**src/rtl/fixed_pkg.sv**
```systemverilog
// Shared definitions for the unsigned 8.8 fixed-point datapath blocks.
// Provides the fixed-point format widths, the saturation ceiling and the
// state encoding used by the sequential dot-product accumulator.
package fixed_pkg;

    localparam int unsigned FIXED_W = 16;
    localparam int unsigned FRAC_W  = 8;
    localparam int unsigned INT_W   = 8;

    localparam logic [FIXED_W-1:0] FIXED_MAX = 16'hFFFF;

    typedef enum logic [1:0] {
        ACC   = 2'd0,
        DRAIN = 2'd1,
        OUT   = 2'd2
    } dot_state_e;

endpackage

```
**src/rtl/fixed_mul_trunc.sv**
```systemverilog
// Combinational unsigned 8.8 x 8.8 multiplier with truncation to 8.8.
// The fractional bits below the result LSB are dropped (no rounding) and any
// non-zero integer bits above the 8.8 range are reported as overflow.
//
// Ports:
//   a    : multiplicand, unsigned 8.8
//   b    : multiplier, unsigned 8.8
//   prod : truncated product, unsigned 8.8 (low 16 bits of the in-range field)
//   ovf  : product exceeded the 8.8 range
module fixed_mul_trunc
    import fixed_pkg::*;
(
    input  logic [FIXED_W-1:0] a,
    input  logic [FIXED_W-1:0] b,
    output logic [FIXED_W-1:0] prod,
    output logic               ovf
);

    logic [2*FIXED_W-1:0] raw;

    assign raw = a * b;

    // Shifting keeps every bit of raw in use while selecting the 8.8 window.
    assign prod = FIXED_W'(raw >> FRAC_W);
    assign ovf  = (raw >> (FIXED_W + FRAC_W)) != '0;

endmodule

```
**src/rtl/fixed_dot_acc.sv**
```systemverilog
// Sequential dot-product stage for unsigned 8.8 operands.
// Accepts LEN operand pairs over a valid/ready handshake, multiplies each pair
// (truncating to 8.8), accumulates the products and presents the 16-bit sum
// with a sticky overflow flag over an output valid/ready handshake.
//
// Build option:
//   FIXED_DOT_ACC_SATURATE_EN : when defined, any overflow pins the sum at
//                               16'hFFFF for the rest of the dot product;
//                               otherwise the sum wraps modulo 2^16.
//
// Ports:
//   clk       : rising-edge clock
//   rst_n     : synchronous active-low reset
//   in_valid  : operand pair valid
//   in_ready  : block can accept an operand pair
//   in_a      : multiplicand, unsigned 8.8
//   in_b      : multiplier, unsigned 8.8
//   out_valid : result valid
//   out_ready : consumer accepts the result
//   out_sum   : accumulated sum, unsigned 8.8
//   out_ovf   : sticky overflow for this dot product
module fixed_dot_acc
    import fixed_pkg::*;
#(
    parameter int unsigned LEN   = 4,
    parameter int unsigned CNT_W = 8
) (
    input  logic               clk,
    input  logic               rst_n,
    input  logic               in_valid,
    output logic               in_ready,
    input  logic [FIXED_W-1:0] in_a,
    input  logic [FIXED_W-1:0] in_b,
    output logic               out_valid,
    input  logic               out_ready,
    output logic [FIXED_W-1:0] out_sum,
    output logic               out_ovf
);

    dot_state_e         state_q;
    logic               in_ready_q;
    logic               out_valid_q;
    logic [CNT_W-1:0]   cnt_q;

    // Multiply stage register
    logic               stg_valid_q;
    logic [FIXED_W-1:0] stg_prod_q;
    logic               stg_ovf_q;

    // Accumulator
    logic [FIXED_W-1:0] acc_q, acc_d;
    logic               ovf_q, ovf_d;
    logic [FIXED_W:0]   sum;

    logic               accept;
    logic               last_term;
    logic [FIXED_W-1:0] mul_prod;
    logic               mul_ovf;

    fixed_mul_trunc u_mul (
        .a    (in_a),
        .b    (in_b),
        .prod (mul_prod),
        .ovf  (mul_ovf)
    );

    assign accept    = in_valid && in_ready_q;
    assign last_term = (cnt_q == CNT_W'(LEN - 1));

    always_comb begin
        sum   = {1'b0, acc_q} + {1'b0, stg_prod_q};
        acc_d = acc_q;
        ovf_d = ovf_q;
        if (stg_valid_q) begin
            ovf_d = ovf_q | sum[FIXED_W] | stg_ovf_q;
`ifdef FIXED_DOT_ACC_SATURATE_EN
            // Once any overflow has occurred the sum is pinned at the ceiling.
            acc_d = ovf_d ? FIXED_MAX : sum[FIXED_W-1:0];
`else
            acc_d = sum[FIXED_W-1:0];
`endif
        end
    end

    always_ff @(posedge clk) begin
        if (!rst_n) begin
            state_q     <= ACC;
            in_ready_q  <= 1'b0;
            out_valid_q <= 1'b0;
            cnt_q       <= '0;
            stg_valid_q <= 1'b0;
            stg_prod_q  <= '0;
            stg_ovf_q   <= 1'b0;
            acc_q       <= '0;
            ovf_q       <= 1'b0;
        end else begin
            stg_valid_q <= accept;
            if (accept) begin
                stg_prod_q <= mul_prod;
                stg_ovf_q  <= mul_ovf;
            end

            unique case (state_q)
                ACC: begin
                    acc_q       <= acc_d;
                    ovf_q       <= ovf_d;
                    out_valid_q <= 1'b0;
                    // Also raises in_ready on the first cycle after reset release.
                    in_ready_q  <= !(accept && last_term);
                    if (accept) begin
                        cnt_q <= cnt_q + 1'b1;
                        if (last_term) begin
                            state_q <= DRAIN;
                        end
                    end
                end
                DRAIN: begin
                    // Final product is folded in here; the result is then complete.
                    acc_q       <= acc_d;
                    ovf_q       <= ovf_d;
                    state_q     <= OUT;
                    out_valid_q <= 1'b1;
                end
                OUT: begin
                    if (out_ready) begin
                        acc_q       <= '0;
                        ovf_q       <= 1'b0;
                        cnt_q       <= '0;
                        state_q     <= ACC;
                        out_valid_q <= 1'b0;
                        in_ready_q  <= 1'b1;
                    end
                end
                default: begin
                    state_q     <= ACC;
                    in_ready_q  <= 1'b1;
                    out_valid_q <= 1'b0;
                end
            endcase
        end
    end

    assign in_ready  = in_ready_q;
    assign out_valid = out_valid_q;
    assign out_sum   = acc_q;
    assign out_ovf   = ovf_q;

endmodule

```
**config.mk**
```make
export PLATFORM = sky130hd
export DESIGN_NAME = fixed_dot_acc
export DESIGN_NICKNAME = d
export VERILOG_FILES = /design/src/rtl/fixed_pkg.sv /design/src/rtl/fixed_mul_trunc.sv /design/src/rtl/fixed_dot_acc.sv
export SDC_FILE = /design/constraint.sdc
export NUM_CORES = 1
export LEC_CHECK = 0
export BUFFER_PORTS_ARGS = -buffer_cell sky130_fd_sc_hd__clkbuf_2
export CAP_MARGIN = 5
export CORE_UTILIZATION = 60
export DETAILED_ROUTE_END_ITERATION = 10
export PLACE_DENSITY = 0.84
export SLEW_MARGIN = 20
export SYNTH_ARGS = -nofsm -noshare
export SYNTH_HDL_FRONTEND = slang
export SYNTH_HIERARCHICAL = 1
export SYNTH_SLANG_ARGS = --single-unit
```
**constraint.sdc**
```tcl
create_clock -name clk -period 8.4 [get_ports clk]
set_input_delay 1.26 -clock clk [delete_from_list [all_inputs] [get_ports clk]]
set_output_delay 1.26 -clock clk [all_outputs]
set_load 0.005 [all_outputs]
```
==> impl_metrics.toml <==
[timing]
period_share = 0.839
final_hold_viol_count = 0
min_period_ns = 7.04
final_max_slew_viol_count = 0
fin_tns_setup_ns = 0
max_slew_margin = 0.532
fin_skew_ns = 0.00385
setup_viol_count_final = 0
max_freq_ghz = 0.142
rsz0062_at_grt = "false"
worstMarginPinSlew_ns = 0.701

[grt]
grt_pass1_vias = 8925
grt_util_met3 = 0.0375
antenna_found_initial = 0
grt_overflow = 0
grt.busiest_layer = "met2"
grt_use_total = 0.265
grt_start_max_net_pins = 34
met2_usage = 0.474
grt_pass1_wl_um = 39900
use_met1 = 0.325

[clocking]
cts_tree = "done"
cts_htree_levels = 2
clockBufferDepth = 2
root_buffer = "clkbuf_16"
numCtsBuffers = 5
clock-sinks = 47
post_cts_buffers = 0
cts_hold_buf = 0
cts_resized = 0
clock_latency_ns = 0.28
clkSlewWorstSetupHoldPaths_ns = 0.06

[worst_setup_path]
crit_top_cell = "fa_1"
worstReg2RegEnd = "out_sum[12]"
cp-end-kind = "register"
worst_ep_required_time_ns = 8.57
crit_arrival_ns = 7.22
r2r_start = "out_sum[0]"
cp_slowest_stage_delay_ns = 0.55
critPathMaxFanout = 16
r2r_cells = 7
slowest_stage = "fa_1"
critPathLaunchType = "primary input"
crit_type = "in2reg"
path_cells = "clkbuf_2, and2_1, fa_1, inv_1, fa_1, fa_1, fa_1, inv_1, fa_1, inv_1, fa_1, inv_1, ha_1, and4_1, a221oi_2, o21ai_1, o2111ai_2, a21boi_1, o21ai_1, o21ai_1, nor4_1, o2111ai_1, nand2_1, a21boi_0"
cp_top_family = "adder cells"
ff2ff_setup_slack_ns = 5.97
critPathBufInv = 5

[synth]
avgSynthCellArea_um2 = 8.60
yosysSeqAreaShare = 0.0856
synth_edf_count = 0
yosysWarnings = 6
ys_top_cells_by_area = "fa_1 (35%), ha_1 (13%), dfxtp_1 (8.6%), and2_1 (8.4%), inv_1 (8.3%)"
yosysTopAreaCell = "fa_1"
ys_types = 60
syn-num-nets = 1626
syn_inst = 1278
syn-cell-area_mm2 = 0.0110
ys_seq_elements = 47
synth-async-reset-ratio = 0
yosys.area.top_type_share = 0.353
ys.flop_type = "dfxtp_1"

[placement]
placed_cell_area_mm2 = 0.0114
place_congestion = 0.908
port_buffers = 54
dp_cells = 1512
dp_hpwl_um = 19600

[final_layout]
final_util = 0.642
antenna_cells = 0
nets = 1638
stdcell_count = 1520
final_area_mm2 = 0.0115
area_delta_synth_final_pct = 4.97
drive_gt1_frac = 0.0542

[route]
routed_wl_um = 24200
drt-pass1-iter-count = 5
routedWlPerCell_um = 16.0
drc = 0
drtIter0Drc = 484
final_antenna_net_count = 0
viasPerCell = 5.70
vias = 8671

[floorplan]
die_h_um = 137
die-area_mm2 = 0.0189
core-area_mm2 = 0.0180
start_util = 0.612
rows = 49
die_x_um = 137
io_pins = 55

[power_and_ir_drop]
power_density_mw_per_mm2 = 403
power_mw = 4.65
leakage_nw = 5.86
vdd_ir_drop_max_mv = 0.473

[min_path]
holdCritPathClass = "reg2reg"
min_to = "stg_prod_q[2]"
hold_depth = 2
hp-start = "stg_prod_q[2]"

[status]
status = "finished clean"

[run]
drv_cap = 0
[per-stage QoR]
stage / worst slack, ns / hold WS, ns
CTS: 1.43 / 0.475
global placement: 1.32 / 0.464
finish: 1.36 / 0.476
global route: 1.07 / 0.495
floorplan: 1.65 / 0.443
detailed placement: 1.17 / 0.467
[worst max-delay path by stage]
stage                     end  startpoint  cells after the start
floorplan           stg_ovf_q     in_b[1]                     23
global placement    stg_ovf_q     in_a[7]                     24
detailed placement  stg_ovf_q     in_a[7]                     24
CTS                 stg_ovf_q     in_a[7]                     24
global route        stg_ovf_q     in_b[4]                     24
finish              stg_ovf_q     in_b[4]                     24
[cell usage after synthesis, drive strengths merged (3+ instances only)]
cell type	n
ha	118
nand3	10
nor4	3
fa	194
nor2b	14
clkbuf	47
and2	147
a21oi	35
o21ai	29
mux2i	5
nor3b	4
nor3	5
a21o	13
o31ai	4
o2111ai	4
a31oi	6
nor2	31
o21a	6
a22oi	6
o21bai	6
a221oi	4
nand2	187
inv	243
and3	7
dfxtp	47
o211ai	6
a211oi	7
nand4	7
nand2b	3
xnor2	21
xor2	11
a21boi	18
and4	8
[area by class of cell]
class	instances	area, um2
repair buffers	54	270
multi-input cells	939	8950
fillers	1447	6430
clock inverters	2	35.0
inverters	243	912
well taps	229	287
clock buffers	6	139
flip-flops and latches	47	941
[cells in the final DEF, fill, tap and decap left out, types with 7 or more instances in the layout]
cell,netlist,routed
inv_1,243,243
fa_1,194,194
nand2_1,186,186
and2_1,147,147
ha_1,118,118
clkbuf_2,0,54
dfxtp_1,47,47
a21oi_1,35,35
nor2_1,31,31
o21ai_0,23,23
xnor2_1,21,21
a21boi_0,17,17
nor2b_1,14,14
a21o_1,13,13
xor2_1,11,11
nand3_1,10,10
and4_1,8,8
nand4_1,7,7
[flip-flops by register name (all words and copies together) (netlist names)]
| name | count |
|---|---|
| out_sum | 16 |
| in_ready | 1 |
| stg_prod_q | 16 |
| stg_ovf_q | 1 |
| cnt_q | 8 |
| out_valid | 1 |
| state_q | 2 |
| out_ovf | 1 |
| stg_valid_q | 1 |
[cell families after synthesis]
logic type / share of synthesized area
XOR/XNOR: 0.0255
AO/OA/AOI/OAI: 0.0981
AND/OR/NAND/NOR: 0.198
buffers and inverters: 0.0999
flip-flops: 0.0856
adder cells (fa/ha/maj): 0.488
multiplexers: 0.00456
[worst register-to-register path, delay by kind of cell, from the launching register on]
family,cells,cell delay (ns)
adders and majority gates,2,0.67
AOI/OAI and AO/OA,3,0.81
and+or+nand+nor,2,0.52
DFF,1,0.33
[metal layers]
| layer | wire (um) | part of all wire |
|---|---|---|
| met1 | 9780 | 0.40 |
| met2 | 12600 | 0.52 |
| met3 | 1280 | 0.053 |
| met4 | 641 | 0.026 |
| met5 | 0 | 0 |
[power by group]
part           switching [mW]  internal, mW  total [mW]
sequential             0.0156         0.250       0.266
clock                  0.0828         0.148       0.231
combinational            2.38          1.77        4.15
No activity file was read; power rests on OpenSTA's default activity.
